### src/rtl/datapath_pkg.sv
// Shared encodings for the multi-cycle datapath controller: opcodes, functs,
// ALU control codes, FSM states and the decoder's classification result.
package datapath_pkg;

   localparam logic [5:0] OP_RTYPE = 6'b000000;
   localparam logic [5:0] OP_LW    = 6'b100011;
   localparam logic [5:0] OP_SW    = 6'b101011;
   localparam logic [5:0] OP_ADDI  = 6'b001000;
   localparam logic [5:0] OP_BEQ   = 6'b000100;

   localparam logic [5:0] FN_ADD = 6'b100000;
   localparam logic [5:0] FN_SUB = 6'b100010;
   localparam logic [5:0] FN_AND = 6'b100100;
   localparam logic [5:0] FN_OR  = 6'b100101;
   localparam logic [5:0] FN_SLT = 6'b101010;

   localparam logic [2:0] ALU_AND = 3'b000;
   localparam logic [2:0] ALU_OR  = 3'b001;
   localparam logic [2:0] ALU_ADD = 3'b010;
   localparam logic [2:0] ALU_SUB = 3'b110;
   localparam logic [2:0] ALU_SLT = 3'b111;

   typedef enum logic [2:0] {
      S_IDLE, S_DECODE, S_EXEC, S_MEM, S_WB, S_DONE
   } state_e;

   typedef enum logic [2:0] {
      C_RTYPE, C_LW, C_SW, C_ADDI, C_BEQ, C_ILLEGAL
   } iclass_e;

   typedef struct packed {
      iclass_e    cls;
      logic [2:0] alu;
   } dec_t;

endpackage

### src/rtl/instr_decoder.sv
// Combinational classifier: opcode/funct -> instruction class and ALU code.
module instr_decoder
   import datapath_pkg::*;
#(
   parameter int OPC_W = 6
) (
   input  logic [OPC_W-1:0] opcode_i,
   input  logic [OPC_W-1:0] funct_i,
   output dec_t             dec_o
);

   always_comb begin
      dec_o.cls = C_ILLEGAL;
      dec_o.alu = ALU_ADD;
      case (opcode_i)
         OPC_W'(OP_RTYPE): begin
            dec_o.cls = C_RTYPE;
            case (funct_i)
               OPC_W'(FN_ADD): dec_o.alu = ALU_ADD;
               OPC_W'(FN_SUB): dec_o.alu = ALU_SUB;
               OPC_W'(FN_AND): dec_o.alu = ALU_AND;
               OPC_W'(FN_OR):  dec_o.alu = ALU_OR;
               OPC_W'(FN_SLT): dec_o.alu = ALU_SLT;
               default:        dec_o.cls = C_ILLEGAL;
            endcase
         end
         OPC_W'(OP_LW):   dec_o.cls = C_LW;
         OPC_W'(OP_SW):   dec_o.cls = C_SW;
         OPC_W'(OP_ADDI): dec_o.cls = C_ADDI;
         OPC_W'(OP_BEQ): begin
            dec_o.cls = C_BEQ;
            dec_o.alu = ALU_SUB;
         end
         default: ;
      endcase
   end

endmodule

### src/rtl/datapath_ctrl_fsm.sv
// Multi-cycle controller sequencing the datapath through DECODE/EXEC/MEM/WB
// for one captured instruction; Moore outputs come from state + instr_q.
module datapath_ctrl_fsm
   import datapath_pkg::*;
#(
   parameter int OPC_W = 6,
   parameter int CNT_W = 16
) (
   input  logic             i_clk,
   input  logic             i_rst,
   input  logic             i_start,
   input  logic [31:0]      i_instr,
   input  logic             i_zero,
   output logic             o_busy,
   output logic             o_done,
   output logic             o_illegal,
   output logic             o_branch_taken,
   output logic [4:0]       o_first5bits,
   output logic [4:0]       o_second5bits,
   output logic [4:0]       o_third5bits,
   output logic [15:0]      o_immediate,
   output logic             o_regDst,
   output logic             o_ReadWriteRF,
   output logic             o_RFSource,
   output logic             o_AluSource,
   output logic [2:0]       o_AluControl,
   output logic             o_WriteEnDataMemory,
   output logic             o_ReadEnDataMemory,
   output logic             o_MemToReg,
   output logic [CNT_W-1:0] o_instr_count
);

   state_e            state_q, state_d;
   logic [31:0]       instr_q, instr_d;
   logic              taken_q, taken_d;
   logic [CNT_W-1:0]  cnt_q, cnt_d;
   dec_t              dec;
   logic              in_exwb;

   instr_decoder #(.OPC_W(OPC_W)) u_dec (
      .opcode_i (instr_q[31 -: OPC_W]),
      .funct_i  (instr_q[OPC_W-1:0]),
      .dec_o    (dec)
   );

   always_ff @(posedge i_clk) begin
      if (i_rst) begin
         state_q <= S_IDLE;
         instr_q <= '0;
         taken_q <= 1'b0;
         cnt_q   <= '0;
      end else begin
         state_q <= state_d;
         instr_q <= instr_d;
         taken_q <= taken_d;
         cnt_q   <= cnt_d;
      end
   end

   always_comb begin
      state_d = state_q;
      instr_d = instr_q;
      taken_d = taken_q;
      cnt_d   = cnt_q;
      case (state_q)
         S_IDLE: begin
            if (i_start) begin
               instr_d = i_instr;
               taken_d = 1'b0;
               state_d = S_DECODE;
            end
         end
         S_DECODE: state_d = (dec.cls == C_ILLEGAL) ? S_DONE : S_EXEC;
         S_EXEC: begin
            if (dec.cls == C_BEQ) taken_d = i_zero;
            case (dec.cls)
               C_RTYPE, C_ADDI: state_d = S_WB;
               C_LW, C_SW:      state_d = S_MEM;
               default:         state_d = S_DONE;
            endcase
         end
         S_MEM: state_d = (dec.cls == C_LW) ? S_WB : S_DONE;
         S_WB:  state_d = S_DONE;
         S_DONE: begin
            state_d = S_IDLE;
            if (dec.cls != C_ILLEGAL) cnt_d = cnt_q + CNT_W'(1);
         end
         default: state_d = S_IDLE;
      endcase
   end

   // ALU code and operand selects stay stable EXEC..WB so the write-back
   // address/result seen by the datapath does not move under the strobe.
   assign in_exwb = (state_q == S_EXEC) || (state_q == S_MEM) || (state_q == S_WB);

   always_comb begin
      o_busy              = (state_q != S_IDLE);
      o_done              = (state_q == S_DONE);
      o_illegal           = (state_q == S_DONE) && (dec.cls == C_ILLEGAL);
      o_branch_taken      = (state_q == S_DONE) && taken_q;
      o_first5bits        = instr_q[25:21];
      o_second5bits       = instr_q[20:16];
      o_third5bits        = instr_q[15:11];
      o_immediate         = instr_q[15:0];
      o_regDst            = in_exwb && (dec.cls == C_RTYPE);
      o_ReadWriteRF       = (state_q == S_WB);
      o_RFSource          = 1'b0;
      o_AluSource         = in_exwb && ((dec.cls == C_LW) || (dec.cls == C_SW) ||
                                        (dec.cls == C_ADDI));
      o_AluControl        = in_exwb ? dec.alu : 3'b000;
      o_WriteEnDataMemory = (state_q == S_MEM) && (dec.cls == C_SW);
      o_ReadEnDataMemory  = ((state_q == S_MEM) || (state_q == S_WB)) && (dec.cls == C_LW);
      o_MemToReg          = (state_q == S_WB) && (dec.cls == C_LW);
      o_instr_count       = cnt_q;
   end

endmodule

### config.mk
export PLATFORM = sky130hd
export DESIGN_NAME = datapath_ctrl_fsm
export DESIGN_NICKNAME = d
export VERILOG_FILES = /design/src/rtl/datapath_pkg.sv /design/src/rtl/instr_decoder.sv /design/src/rtl/datapath_ctrl_fsm.sv
export SDC_FILE = /design/constraint.sdc
export NUM_CORES = 1
export LEC_CHECK = 0
export ABC_CLOCK_PERIOD_IN_PS = 2600
export BUFFER_PORTS_ARGS = -buffer_cell sky130_fd_sc_hd__buf_2
export CORE_MARGIN = 10
export CORE_UTILIZATION = 49
export DETAILED_ROUTE_END_ITERATION = 10
export GPL_TIMING_DRIVEN = 0
export PLACE_DENSITY_LB_ADDON = 0.2
export SLEW_MARGIN = 10
export SYNTH_ARGS = -nofsm -noshare
export SYNTH_HDL_FRONTEND = slang
export SYNTH_SLANG_ARGS = --single-unit
### constraint.sdc
create_clock -name i_clk -period 2.6 [get_ports i_clk]
set_input_delay 0.26 -clock i_clk [delete_from_list [all_inputs] [get_ports i_clk]]
set_output_delay 0.26 -clock i_clk [all_outputs]
set_load 0.02 [all_outputs]
==> reports/qor.txt, run 1 <==
result of the run -> finished clean
fraction of registers with async set/reset -> 0
post-route minimum period -> 2.344 ns
final hold violations -> 0
height of the die -> 92.93 µm
actual slew at the worst max-slew pin -> 0.6006 ns
total power divided by cell area -> 842.4 nW/µm²
pin count of the biggest net entering global routing -> 16
floorplan die width -> 92.93 µm
Net Sw Power -> 1.055 mW
gate count after technology mapping -> 334
DRC violation total after the first TritonRoute iteration -> 97
number of enable flip-flop cells after synthesis -> 0
placeable core region -> 5140 µm²
setup bufs post-CTS -> 0
unrepaired setup endpoints after global routing -> false
final number of setup-violating endpoints -> 0
register clock-pin slew on the reported worst setup and hold paths -> 0.09 ns
die area -> 8636 µm²
cts repair resizes -> 0
WP data arrival -> 2.08 ns
global-route wire length before repair -> 11.34 mm
Max H-tree Level -> 2
combinational group share of total power -> 0.407
sinks on the clock net -> 52
Worst Setup End Kind -> output pin
Post-route DRC -> 0
IR Drop Worst-Case VDD -> 0.3834 mV
M3 GR Usage -> 0.05730
total count of max-transition violations in the final report -> 0
GRT Util Overall -> 0.1561
clock tree from TritonCTS -> yes
share of power burned in registers -> 0.363
maximum number of buffers from clock root to sink -> 2
mean instance size in the synthesized netlist -> 7.803 µm²
I/O pin count -> 97
total negative slack -> 0 ns
fill cell total of the finished layout -> 496
total standard cell area after synthesis -> 2606 µm²
number of antenna violations at the first check in global routing -> 0
cell family with most CP delay -> simple AND/OR/NAND/NOR gates
ratio of routed vias to standard cells -> 5.095
total congestion overflow after global routing -> 0
FF+latch count, synth -> 52
number of clock buffers inserted by TritonCTS -> 5
total via count in the routed design -> 2,573
synthesized net count -> 371
standard-cell rows -> 26
Final Non-Filler Cells -> 505
share of post-route cells with drive strength above 1 -> 0.3287
number of hold buffers added after CTS -> 0
area of the multi-input gates -> 1224 µm²
most instantiated flip-flop cell in the synthesis netlist -> sky130_fd_sc_hd__dfxtp_1
highest attainable clock frequency -> 426.6 MHz
CP required -> 2.34 ns
library cell used as clock root buffer -> sky130_fd_sc_hd__clkbuf_8
leading cell types by total area after synthesis -> sky130_fd_sc_hd__dfxtp_1 (40%), sky130_fd_sc_hd__nand2_1 (11%), sky130_fd_sc_hd__buf_4 (9.5%), sky130_fd_sc_hd__a21oi_1 (9.2%), sky130_fd_sc_hd__clkbuf_1 (2.0%)
highest cell delay on the worst timing path -> 0.41 ns
portion of synthesized cell area occupied by the leading cell type -> 0.3994
slowest cell on the critical path -> sky130_fd_sc_hd__a211oi_2
worst min-delay path class -> in -> reg
internal power summed over all cells -> 1.724 mW
worst clock skew -> 0.005690 ns
buffers added on ports -> 94
warning count from the yosys run -> 0
vias in the first global route -> 2,454
remaining antenna violation count -> 0
clock group share of total power -> 0.230
clock latency on the worst-skew pair -> 0.30 ns
First-pass DRT Iterations -> 4
met2 Track Usage GR -> 0.2570
GRT Max-Usage Layer -> met2
area overhead of the layout relative to synthesis -> 26.55%
detailed-route wire length per cell -> 14.09 µm
leakage power -> 1.480 nW
effective utilization at floorplan -> 0.5071
switching share of power -> 0.3797
total routed wirelength -> 7.114 mm
met1 usage in global routing -> 0.1868
GP Congestion -> 0.8554
count of antenna diodes in the layout -> 0
maximum fanout count along the critical path -> 7
count of distinct cell types in the synthesized netlist -> 51
final cycle utilization of the critical path -> 0.9017
number of buffer and inverter instances along the worst setup path -> 1
Worst slew margin -> 0.5972
utilization after layout -> 0.6417
footprint of the flip-flops and latches -> 1041 µm²
critical path, cell by cell -> nor2b_1, nand3_1, a211oi_2, nor4bb_1, buf_2
Worst Path Class, Setup -> reg -> out
CP Launch Type -> register
Synth area leader -> sky130_fd_sc_hd__dfxtp_1
Placed Cells -> 498
# Max-Cap Violations -> 0
number of nets at the end of the flow -> 472
share of the yosys chip area belonging to registers -> 0.3994
sum of net half-perimeters after detailed placement -> 5.406 mm
cells in the final DEF (no fill, tap or decap), types with 4 or more instances in the layout:
cell type                  instances
sky130_fd_sc_hd__a21oi_1          48
sky130_fd_sc_hd__buf_2            95
sky130_fd_sc_hd__buf_4            33
sky130_fd_sc_hd__clkbuf_1         14
sky130_fd_sc_hd__clkbuf_8          5
sky130_fd_sc_hd__dfxtp_1          52
sky130_fd_sc_hd__inv_1             8
sky130_fd_sc_hd__nand2_1          77
sky130_fd_sc_hd__nand3_1           7
sky130_fd_sc_hd__nor2_1           11
sky130_fd_sc_hd__nor2b_1           4
sky130_fd_sc_hd__nor3_1            5
sky130_fd_sc_hd__o21ai_0           8
sky130_fd_sc_hd__o31ai_1           4
sky130_fd_sc_hd__or3_1             8
sky130_fd_sc_hd__xnor2_1           4
kinds of logic (layout without fill, tap and decap cells):
| group | Yosys count | after routing | synth area share |
|---|---|---|---|
| DFF | 52 | 52 | 0.3994 |
| and+or+nand+nor | 138 | 138 | 0.2583 |
| AOI/OAI and AO/OA | 80 | 80 | 0.1858 |
| muxes | 1 | 1 | 0.003841 |
| buffers and inverters | 57 | 158 | 0.1330 |
| other | 1 | 1 | 0.001439 |
| xor gates and xnor gates | 4 | 4 | 0.01344 |
| adders and majority gates | 1 | 1 | 0.004800 |
per-layer routing:
metal	share of wire	up-vias	wire, µm
met5	0	-	0
met4	0.0082	0	58
met3	0.085	7	602
met2	0.48	95	3391
met1	0.43	1162	3061
li1	-	1309	-
registers in the layout, indices dropped and copies added, names as in the netlist:
register and flops:
instr_q 32, taken_q 1, o_instr_count 16, state_q 3
synth_stat cells (2+ instances only):
cell	number
sky130_fd_sc_hd__nand2_1	77
sky130_fd_sc_hd__dfxtp_1	52
sky130_fd_sc_hd__a21oi_1	48
sky130_fd_sc_hd__buf_4	33
sky130_fd_sc_hd__clkbuf_1	14
sky130_fd_sc_hd__nor2_1	11
sky130_fd_sc_hd__inv_1	8
sky130_fd_sc_hd__o21ai_0	8
sky130_fd_sc_hd__or3_1	8
sky130_fd_sc_hd__nand3_1	7
sky130_fd_sc_hd__nor3_1	5
sky130_fd_sc_hd__nor2b_1	4
sky130_fd_sc_hd__o31ai_1	4
sky130_fd_sc_hd__xnor2_1	4
sky130_fd_sc_hd__a2111oi_0	3
sky130_fd_sc_hd__a21boi_0	3
sky130_fd_sc_hd__nand2b_1	3
sky130_fd_sc_hd__nand4_1	3
sky130_fd_sc_hd__or4_1	3
sky130_fd_sc_hd__a2111o_1	2
sky130_fd_sc_hd__a211oi_1	2
sky130_fd_sc_hd__and2_1	2
sky130_fd_sc_hd__nor3b_1	2
worst min-delay path, cell delays in order:
cell and delay [ns]:
sky130_fd_sc_hd__buf_2 0.09, sky130_fd_sc_hd__nand2_1 0.05, sky130_fd_sc_hd__a21oi_1 0.05
final cells by class:
cell class,count,area share
well taps,70,0.02656
clock inverters,2,0.01821
multi-input cells,225,0.3710
plain buffers,49,0.09598
repair buffers,94,0.1426
flip-flops and latches,52,0.3156
clock buffers,5,0.02086
inverters,8,0.009105
power by group through the flow:
stage | clock network, mW | logic, mW | registers (mW)
2_1_floorplan | 0 | 0.820 | 1.01
4_1_cts | 0.651 | 1.12 | 1.01
5_1_grt | 0.689 | 1.24 | 1.03
6_report | 0.638 | 1.13 | 1.01
3_3_place_gp | 0 | 1.10 | 1.02
3_5_place_dp | 0 | 1.12 | 1.02
path summary, 6_finish.rpt:
path                                  start                 to  slack (ns)  cells past startpoint
worst max-delay path             instr_q[5]           o_regDst        0.26                      5
worst min-delay path            i_instr[13]        instr_q[13]        0.18                      3
worst max register to register   instr_q[5]  o_instr_count[15]        0.45                      5
worst min register to register   instr_q[8]         instr_q[8]        0.46                      2
stage by stage:
stage | power [mW] | hold slack [ns] | instance area, µm² | setup slack (ns)
floorplan | 1.825 | 0.3960 | 2606 | 0.5119
global placement | 2.122 | 0.4420 | 3164 | 0.4987
detailed placement | 2.143 | 0.4476 | 3164 | 0.4853
CTS | 2.784 | 0.1775 | 3293 | 0.1448
global route | 2.959 | 0.1794 | 3298 | 0.1282
finish | 2.779 | 0.1814 | 3298 | 0.2557
Note: power is estimated with default switching activity, not from simulation.
==> run 2: changes to the inputs <==
Settings changed: BUFFER_PORTS_ARGS -buffer_cell sky130_fd_sc_hd__buf_2 to unset, CORE_UTILIZATION 49 to 50, CTS_BUF_LIST set to sky130_fd_sc_hd__clkbuf_8, DONT_BUFFER_PORTS set to 1, SKIP_CTS_REPAIR_TIMING set to 1.
==> run 2 against run 1 <==
- final area decreased by 15%
- critical endpoint unchanged
- via count decreased by 13%
- worst setup slack got worse by 0.044 ns
- critical path type unchanged
- die area decreased by 1.6%
- clock skew decreased by 0.0020 ns
- largest power group unchanged
- maximum frequency decreased by 1.8%
- sequential cell count unchanged
- clock-buffer cell count increased by 1
- utilization decreased by 8.6 points
- largest cell class unchanged
- sequential power about the same
==> reports/qor.txt, run 2 (synthesized netlist as in run 1, its figures left out) <==
Worst Setup End Kind -> output pin (unchanged)
global-route wire length before repair -> 10.59 mm (was 11.34 mm)
standard-cell rows -> 26 (unchanged)
final design area excluding fillers -> 2818 µm² (was 3298 µm²)
final hold violations -> 0 (unchanged)
final number of setup-violating endpoints -> 0 (unchanged)
worst hold path endpoint -> instr_q[13] (unchanged)
total congestion overflow after global routing -> 0 (unchanged)
Worst slew margin -> 0.4719 (was 0.5972)
remaining antenna violation count -> 0 (unchanged)
CP Launch Type -> register (unchanged)
slowest cell on the critical path -> sky130_fd_sc_hd__nor4bb_4 (was sky130_fd_sc_hd__a211oi_2)
actual slew at the worst max-slew pin -> 0.7862 ns (was 0.6006 ns)
DRC violation total after the first TritonRoute iteration -> 102 (was 97)
library cell used as clock root buffer -> sky130_fd_sc_hd__clkbuf_8 (unchanged)
IR Drop Worst-Case VDD -> 0.3314 mV (was 0.3834 mV)
origin of the worst min-delay path -> i_instr[13] (unchanged)
area overhead of the layout relative to synthesis -> 8.113% (was 26.55%)
post-route minimum period -> 2.388 ns (was 2.344 ns)
Post-route DRC -> 0 (unchanged)
number of nets at the end of the flow -> 378 (was 472)
buffers added on ports -> 0 (was 94)
cell family with most CP delay -> simple AND/OR/NAND/NOR gates (unchanged)
number of clock buffers inserted by TritonCTS -> 5 (unchanged)
unrepaired setup endpoints after global routing -> false (unchanged)
register clock-pin slew on the reported worst setup and hold paths -> 0.09 ns (about the same)
I/O pin count -> 97 (unchanged)
leakage power -> 1.011 nW (was 1.480 nW)
placeable core region -> 5075 µm² (was 5140 µm²)
WHS Path Cells -> 2 (was 3)
Pwr Total -> 2.506 mW (was 2.779 mW)
highest cell delay on the worst timing path -> 0.49 ns (was 0.41 ns)
highest attainable clock frequency -> 418.7 MHz (was 426.6 MHz)
commonest non-fill, non-tap cells in the layout -> sky130_fd_sc_hd__nand2_1 (77), sky130_fd_sc_hd__dfxtp_1 (52), sky130_fd_sc_hd__a21oi_1 (48) (was sky130_fd_sc_hd__buf_2 (95), sky130_fd_sc_hd__nand2_1 (77), sky130_fd_sc_hd__dfxtp_1 (52))
worst clock skew -> 0.003651 ns (was 0.005690 ns)
total power divided by cell area -> 889.3 nW/µm² (was 842.4 nW/µm²)
final cycle utilization of the critical path -> 0.9186 (was 0.9017)
CP required -> 2.34 ns (about the same)
total count of max-transition violations in the final report -> 0 (unchanged)
worst reg2reg path startpoint -> instr_q[5] (unchanged)
worst min-delay path class -> in -> reg (unchanged)
First-pass DRT Iterations -> 4 (unchanged)
commonest non-fill, non-tap cell in the layout -> sky130_fd_sc_hd__nand2_1 (was sky130_fd_sc_hd__buf_2)
result of the run -> finished clean (unchanged)
Max H-tree Level -> 2 (unchanged)
ratio of routed vias to standard cells -> 5.417 (was 5.095)
pin count of the biggest net entering global routing -> 16 (unchanged)
GP Congestion -> 0.8631 (was 0.8554)
# Max-Cap Violations -> 0 (unchanged)
die area -> 8500 µm² (was 8636 µm²)
number of antenna violations at the first check in global routing -> 0 (unchanged)
register-to-register setup slack -> 0.40 ns (was 0.45 ns)
number of flip-flops under the largest register name -> 32 (unchanged)
number of buffer and inverter instances along the worst setup path -> 2 (was 1)
clock latency on the worst-skew pair -> 0.30 ns (about the same)
effective utilization at floorplan -> 0.5136 (was 0.5071)
height of the die -> 92.20 µm (was 92.93 µm)
number of cells on the worst reg-to-reg path -> 5 (unchanged)
Worst Path Class, Setup -> reg -> out (unchanged)
clock tree from TritonCTS -> yes (unchanged)
cell area after placement -> 2694 µm² (was 3164 µm²)
WP data arrival -> 2.13 ns (was 2.08 ns)
share of post-route cells with drive strength above 1 -> 0.1520 (was 0.3287)
detailed-route wire length per cell -> 16.31 µm (was 14.09 µm)
sum of net half-perimeters after detailed placement -> 5.170 mm (was 5.406 mm)
total via count in the routed design -> 2,232 (was 2,573)
vias in the first global route -> 2,144 (was 2,454)
endpoint of the worst register-to-register path -> o_instr_count[15] (unchanged)
sinks on the clock net -> 52 (unchanged)
critical path, cell by cell -> inv_1, or3_1, inv_1, nor2_1, nor4bb_4 (was nor2b_1, nand3_1, a211oi_2, nor4bb_1, buf_2)
floorplan die width -> 92.20 µm (was 92.93 µm)
count of antenna diodes in the layout -> 0 (unchanged)
dominant cell type by count on the critical path -> sky130_fd_sc_hd__inv_1
maximum number of buffers from clock root to sink -> 2 (unchanged)
Most flops, register -> instr_q (unchanged)
maximum fanout count along the critical path -> 8 (was 7)
GRT Util Overall -> 0.1530 (was 0.1561)
total routed wirelength -> 6.721 mm (was 7.114 mm)
## run 2: routing by layer
metal | part of all wire | routed length [µm] | track usage
met1 | 0.41 | 2773 | 0.1680
met2 | 0.47 | 3183 | 0.2535
met3 | 0.10 | 699 | 0.07579
met4 | 0.0097 | 65 | 0.04756
met5 | 0 | 0 | 0
## run 2: power by group
| part | switching (mW) | total (mW) | internal, mW |
|---|---|---|---|
| sequential | 0.102 | 1.01 | 0.910 |
| clock | 0.261 | 0.474 | 0.213 |
| combinational | 0.665 | 1.02 | 0.354 |
## run 2: area by class of cell
class / instances / area (µm²)
tap: 70 / 87.58
inverter: 8 / 30.03
buffer: 49 / 316.6
clock inverter: 2 / 11.26
clock buffer: 6 / 82.58
fill: 514 / 2257
multi-input combinational: 225 / 1249
sequential: 52 / 1041
## run 2: how the worst max path moves through the flow
stage | startpoint | to | cells past startpoint
after global placement | instr_q[5] | o_regDst | 4
after global routing | instr_q[5] | o_regDst | 4
final | state_q[2] | o_regDst | 5
after detailed placement | instr_q[5] | o_regDst | 4
after floorplan | state_q[2] | o_regDst | 5
after CTS | instr_q[5] | o_regDst | 4
## run 2: stage by stage
stage               TNS [ns]  hold slack (ns)  worst slack (ns)  instances    util
floorplan                  0           0.3960            0.5119        334       -
global placement           0           0.3970            0.1628        404  0.5308
detailed placement         0           0.4026            0.1475        404  0.5308
CTS                  -0.1976          0.07221           -0.1976        412  0.5493
global route               0          0.06868           0.02383        412  0.5552
finish                     0          0.07919            0.2117        412  0.5552
